### src/rtl/sa_pkg.sv
// sa_pkg: controller state encoding and compute-window length for the systolic tile sequencer
package sa_pkg;
    typedef enum logic [2:0] {IDLE, LOAD, COMPUTE, DRAIN, DONE} ctrl_state_t;
    function automatic int comp_cyc(input int n, input int k);
        return k + 2 * n - 2;
    endfunction
endpackage

### src/rtl/sa_beat_counter.sv
// sa_beat_counter: clearable up-counter that holds at LAST instead of wrapping
module sa_beat_counter #(
    parameter int W    = 3,
    parameter int LAST = 7
) (
    input  logic         clk,
    input  logic         rst,
    input  logic         clr,
    input  logic         inc,
    output logic [W-1:0] count,
    output logic         last
);
    assign last = count == W'(LAST);
    always_ff @(posedge clk)
        if (rst || clr) count <= '0;
        else if (inc && !last) count <= count + 1'b1;
endmodule

### src/rtl/sa_tile_controller.sv
// sa_tile_controller: load/compute/drain sequencer for an NxN systolic tile with inner dimension K
// Define SA_CTRL_PERF_EN to add saturating load/drain stall counters.
module sa_tile_controller
    import sa_pkg::*;
#(
    parameter int N = 8,
    parameter int K = 8,
    localparam int PTR_W = $clog2((K > N) ? K : N),
    localparam int COMP_CYC = comp_cyc(N, K),
    localparam int CP_W = $clog2(COMP_CYC)
) (
    input  logic             clk,
    input  logic             rst,
    input  logic             start,
    output logic             ready,
    output logic             done,
    input  logic             a_valid,
    output logic             a_ready,
    input  logic             b_valid,
    output logic             b_ready,
    output logic             enable,
    output logic             acc_clear,
    output logic             input_write,
    output logic             output_write,
    output logic             output_read,
    output logic [PTR_W-1:0] row_ptr,
    output logic             c_valid,
    input  logic             c_ready
`ifdef SA_CTRL_PERF_EN
    ,
    output logic [31:0]      perf_load_stall,
    output logic [31:0]      perf_drain_stall
`endif
);
    ctrl_state_t state, state_nxt;
    logic [PTR_W-1:0] ld_cnt, dr_cnt;
    logic [CP_W-1:0] cp_cnt;
    logic ld_last, cp_last, dr_last, ld_hs;

    sa_beat_counter #(.W(PTR_W), .LAST(K - 1)) u_ld (
        .clk(clk), .rst(rst), .clr(state != LOAD), .inc(ld_hs),
        .count(ld_cnt), .last(ld_last)
    );
    sa_beat_counter #(.W(CP_W), .LAST(COMP_CYC - 1)) u_cp (
        .clk(clk), .rst(rst), .clr(state != COMPUTE), .inc(enable),
        .count(cp_cnt), .last(cp_last)
    );
    sa_beat_counter #(.W(PTR_W), .LAST(N - 1)) u_dr (
        .clk(clk), .rst(rst), .clr(state != DRAIN), .inc(output_read),
        .count(dr_cnt), .last(dr_last)
    );

    always_ff @(posedge clk)
        if (rst) state <= IDLE;
        else state <= state_nxt;

    always_comb begin
        state_nxt = IDLE;
        case (state)
            IDLE:    state_nxt = start ? LOAD : IDLE;
            LOAD:    state_nxt = (ld_hs && ld_last) ? COMPUTE : LOAD;
            COMPUTE: state_nxt = cp_last ? DRAIN : COMPUTE;
            DRAIN:   state_nxt = (c_ready && dr_last) ? DONE : DRAIN;
            default: state_nxt = IDLE;
        endcase
    end

    always_comb begin
        ld_hs        = state == LOAD && a_valid && b_valid;
        ready        = state == IDLE;
        done         = state == DONE;
        a_ready      = state == LOAD;
        b_ready      = state == LOAD;
        input_write  = ld_hs;
        acc_clear    = ld_hs && ld_last;
        enable       = state == COMPUTE;
        output_write = state == COMPUTE && cp_cnt == CP_W'(COMP_CYC - 1);
        c_valid      = state == DRAIN;
        output_read  = state == DRAIN && c_ready;
        row_ptr      = state == LOAD ? ld_cnt : state == DRAIN ? dr_cnt : '0;
    end

`ifdef SA_CTRL_PERF_EN
    always_ff @(posedge clk)
        if (rst || (state == IDLE && start)) begin
            perf_load_stall  <= '0;
            perf_drain_stall <= '0;
        end else begin
            if (state == LOAD && !ld_hs && !(&perf_load_stall)) perf_load_stall <= perf_load_stall + 32'd1;
            if (c_valid && !c_ready && !(&perf_drain_stall)) perf_drain_stall <= perf_drain_stall + 32'd1;
        end
`endif
endmodule

### config.mk
export PLATFORM = sky130hd
export DESIGN_NAME = sa_tile_controller
export DESIGN_NICKNAME = d
export VERILOG_FILES = /design/src/rtl/sa_pkg.sv /design/src/rtl/sa_beat_counter.sv /design/src/rtl/sa_tile_controller.sv
export SDC_FILE = /design/constraint.sdc
export NUM_CORES = 1
export LEC_CHECK = 0
export CAP_MARGIN = 5
export CELL_PAD_IN_SITES_DETAIL_PLACEMENT = 1
export CELL_PAD_IN_SITES_GLOBAL_PLACEMENT = 1
export CORE_ASPECT_RATIO = 0.6
export CORE_MARGIN = 2
export CORE_UTILIZATION = 27
export DETAILED_ROUTE_END_ITERATION = 10
export PLACE_DENSITY = 0.64
export SYNTH_ARGS = -nofsm -noshare
export SYNTH_HDL_FRONTEND = slang
export SYNTH_SLANG_ARGS = --single-unit
### constraint.sdc
create_clock -name clk -period 2.3 [get_ports clk]
set_input_delay 0.23 -clock clk [delete_from_list [all_inputs] [get_ports clk]]
set_output_delay 0.23 -clock clk [all_outputs]
set_load 0.01 [all_outputs]
==> results of run 1 <==
==> worst reg2reg max path, delay by kind of cell, from the launching register on <==
family	cells	cell delay [ns]
AOI/OAI and AO/OA	1	0.14
DFF	1	0.37
adders and majority gates	1	0.21
buffers and inverters	1	0.06
and+or+nand+nor	2	0.59
==> sequential cells by signal (all words and copies together) (netlist names) <==
| name | cells |
|---|---|
| u_cp.count | 5 |
| state | 3 |
| u_dr.count | 3 |
| u_ld.count | 3 |
==> cell usage in the layout, fill, tap and decap left out <==
cell and instances:
dfxtp_1 13, and3b_1 1, o21a_1 1, nor2b_1 1
a211oi_1 1, nand3_1 4, nand4b_4 1, nor3b_1 2
nor4b_4 1, a22o_1 4, o31a_1 2, a31oi_1 1
or4b_4 1, xnor2_1 2, clkdlybuf4s50_1 18, inv_2 1
or3b_2 1, dfxtp_2 1, and3_1 1, inv_1 1
xor2_1 2, nor2_1 9, mux2i_1 4, clkbuf_8 3
nand2_1 2, or3b_4 1, a21oi_1 1, ha_1 6
nor3_1 4, nand3b_1 1, and2_1 2
==> kinds of logic after synthesis <==
kind of cell             after synthesis
XOR/XNOR                               4
flip-flops                            14
multiplexers                           4
AND/OR/NAND/NOR                       32
buffers and inverters                  4
AO/OA/AOI/OAI                         10
adder cells (fa/ha/maj)                6
==> stage by stage <==
step	cells	total power, mW	setup slack (ns)	cell area (um2)
5_1_grt	125	0.517	0.0435	998
3_5_place_dp	122	0.298	0.259	941
6_report	125	0.493	0.139	998
4_1_cts	125	0.497	0.0656	988
2_1_floorplan	74	0.275	0.799	732
3_3_place_gp	122	0.297	0.246	941
==> where the power goes <==
| part | internal, mW | switching (mW) | leakage [nW] |
|---|---|---|---|
| clock network | 0.116 | 0.0833 | 0.0216 |
| registers | 0.245 | 0.00431 | 0.113 |
| logic | 0.0253 | 0.0190 | 0.289 |
| total | 0.386 | 0.107 | 0.424 |
==> synthesized netlist by cell type, drive strengths merged, types with 2 or more instances <==
cell / instances
dfxtp: 14
nor2: 9
ha: 6
a22o: 4
mux2i: 4
nand3: 4
nor3: 4
and2: 2
inv: 2
nand2: 2
nor3b: 2
o31a: 2
or3b: 2
xnor2: 2
xor2: 2
==> what timing repair did <==
| action | in CTS | in global routing |
|---|---|---|
| gates resized for setup | 1 | 2 |
| buffers inserted | 0 | 0 |
| endpoints found under the setup margin | 1 | 5 |
==> metal layers <==
layer,track usage,vias up
li1,-,305
met1,0.182,291
met2,0.196,11
met3,0.0456,4
met4,0.0679,0
met5,0,-
==> area by class of cell <==
cell class | count | area [um2] | area share
clock buffer | 3 | 41.3 | 0.0414
sequential | 14 | 282 | 0.282
timing repair buffer | 18 | 180 | 0.180
multi-input combinational | 56 | 448 | 0.449
tap | 32 | 40.0 | 0.0401
inverter | 2 | 7.51 | 0.00752
==> how the worst min path moves through the flow <==
stage	slack, ns	startpoint	to	depth (start not counted)
floorplan	0.31	rst	u_ld.count[0]$_SDFFE_PP0P_	1
global placement	0.47	u_cp.count[3]$_SDFFE_PP0P_	u_cp.count[3]$_SDFFE_PP0P_	2
detailed placement	0.49	u_cp.count[3]$_SDFFE_PP0P_	u_cp.count[3]$_SDFFE_PP0P_	2
CTS	0.49	u_cp.count[3]$_SDFFE_PP0P_	u_cp.count[3]$_SDFFE_PP0P_	2
global route	0.52	u_cp.count[3]$_SDFFE_PP0P_	u_cp.count[3]$_SDFFE_PP0P_	2
finish	0.49	u_cp.count[3]$_SDFFE_PP0P_	u_cp.count[3]$_SDFFE_PP0P_	2
==> impl_metrics.csv, run 1 <==
group,metric,value,unit
grt,antenna_found_initial,0,
floorplanning,num_rows,14,
logic_synthesis,synthMuxAreaShare,0.0547,
grt,grt_max_degree,9,
clocking,cts_tree,"built",
logic_synthesis,yosys-top-cells-area,"dfxtp_1 (38%), ha_1 (10%), mux2i_1 (5.5%)",
floorplanning,die_y,44.3,um
grt,grt_pass1_wl,3150,um
logic_synthesis,synth_xor_area_frac,0.0479,
critical_path,crit_chain,"or3b_4, inv_2, and3_1, clkdlybuf4s50_1",
routing,drt_iter0_drc,24,
logic_synthesis,synthSimpleGateAreaFrac,0.279,
clocking,h-tree-depth,1,
logic_synthesis,ys_seq_elements,14,
outcome,status,"finished clean",
clocking,clk_pin_slew_worst_paths,0.05,ns
clocking,clock-sinks,14,
critical_path,path_delay_family,"buffers and inverters",
cells_and_area,drive_above_1_share,0.108,
sta,tns,0,ns
clocking,hold_buffers,0,
floorplanning,die_w,71.2,um
critical_path,end_kind,"output port",
critical_path,critPathBufInv,2,
logic_synthesis,synth_cell_types,30,
critical_path,critPathCapture,"input_write",
critical_path,critPathMaxFanout,8,
logic_synthesis,synthAdderAreaFrac,0.103,
floorplanning,io_pins,19,
critical_path,cp.arrival,1.93,ns
logic_synthesis,synth_top_area_frac,0.383,
routing,avgRoutedWirePerCell,14.4,um
grt,first_global_vias,631,
routing,route.met2.wl,779,um
sta,rsz0062_at_grt,"false",
critical_path,slowest_stage,"clkdlybuf4s50_1",
sta,tightestPinTransition,0.349,ns
placement,port-buffer-count,18,
routing,drt-met1-wl,894,um
routing,totalWireLength,1810,um
pwr,power.density,494,nW/um2
placement,gp_congestion,0.819,
cells_and_area,post-route-util,0.393,
routing,drcViolationCount,0,
logic_synthesis,ys.flop_type,"dfxtp_1",
clocking,clk_latency,0.25,ns
pwr,peakVddDrop,0.398,mV
floorplanning,start_util,0.288,
sta,period_needed,2.16,ns
critical_path,r2r_end,"u_cp.count[3]$_SDFFE_PP0P_",
logic_synthesis,syn_inst,74,
routing,wl_met3,91,um
critical_path,cp-startpoint,"state[0]$_SDFF_PP0_",
critical_path,ff2ff_setup_slack,0.86,ns
sta,final.period_utilization,0.940,
sta,drv_slew,0,
clocking,ctsLongestPathBuffers,2,
sta,max_slew_margin,0.767,
logic_synthesis,yosysWarnings,0,
logic_synthesis,yosysTopAreaCell,"dfxtp_1",
cells_and_area,fill_cells,292,
sta,finalSetupViolations,0,
logic_synthesis,synth_area,732,um2
critical_path,regToRegStartpoint,"u_cp.count[1]$_SDFFE_PP0P_",
critical_path,rr_worst_depth,5,
logic_synthesis,synth_compound_area_frac,0.108,
cells_and_area,diodes,0,
critical_path,slowest_delay,0.53,ns
clocking,root_buffer,"clkbuf_8",
cells_and_area,area_growth,36.4,%
critical_path,criticalPathCategory,"flop to output port",
floorplanning,core_area,2540,um2
grt,grt_remaining_overflow,0,
routing,top_layer,"met4",
placement,hpwl,1440,um
critical_path,cp.depth,4,
logic_synthesis,syn-num-nets,86,
floorplanning,die_area,3160,um2
clocking,cts_buffers,3,
routing,via_per_inst,4.89,
cells_and_area,final_nets,107,
critical_path,critPathLaunchType,"flop",
critical_path,crit_required,2.07,ns
logic_synthesis,synth_edf_count,0,
routing,drtAntennaViolNets,0,
routing,first_pass_iters,4,
grt,track_usage,0.136,
sta,fmax,463,MHz
routing,via_count,611,
sta,final_hold_viol_count,0,
logic_synthesis,seq_area_frac_synth,0.383,
pwr,leakage,0.424,nW
sta,hold-worst-slack,0.489,ns
sta,fin_skew,0.00160,ns
flow_run,drv_cap,0,
logic_synthesis,ys_async_sr_fraction,0,
logic_synthesis,avgSynthCellArea,9.89,um2
hold_path,hold_path_class,"flop to flop",
logic_synthesis,synth_top_family_by_area,"simple AND/OR/NAND/NOR gates",
(Power assumes the default switching activity.)
==> inputs of run 2 (changes only) <==
- TNS_END_PERCENT: not set -> 1
==> results of run 2 <==
Final layout, timing and power as in run 1 (identical DEF).
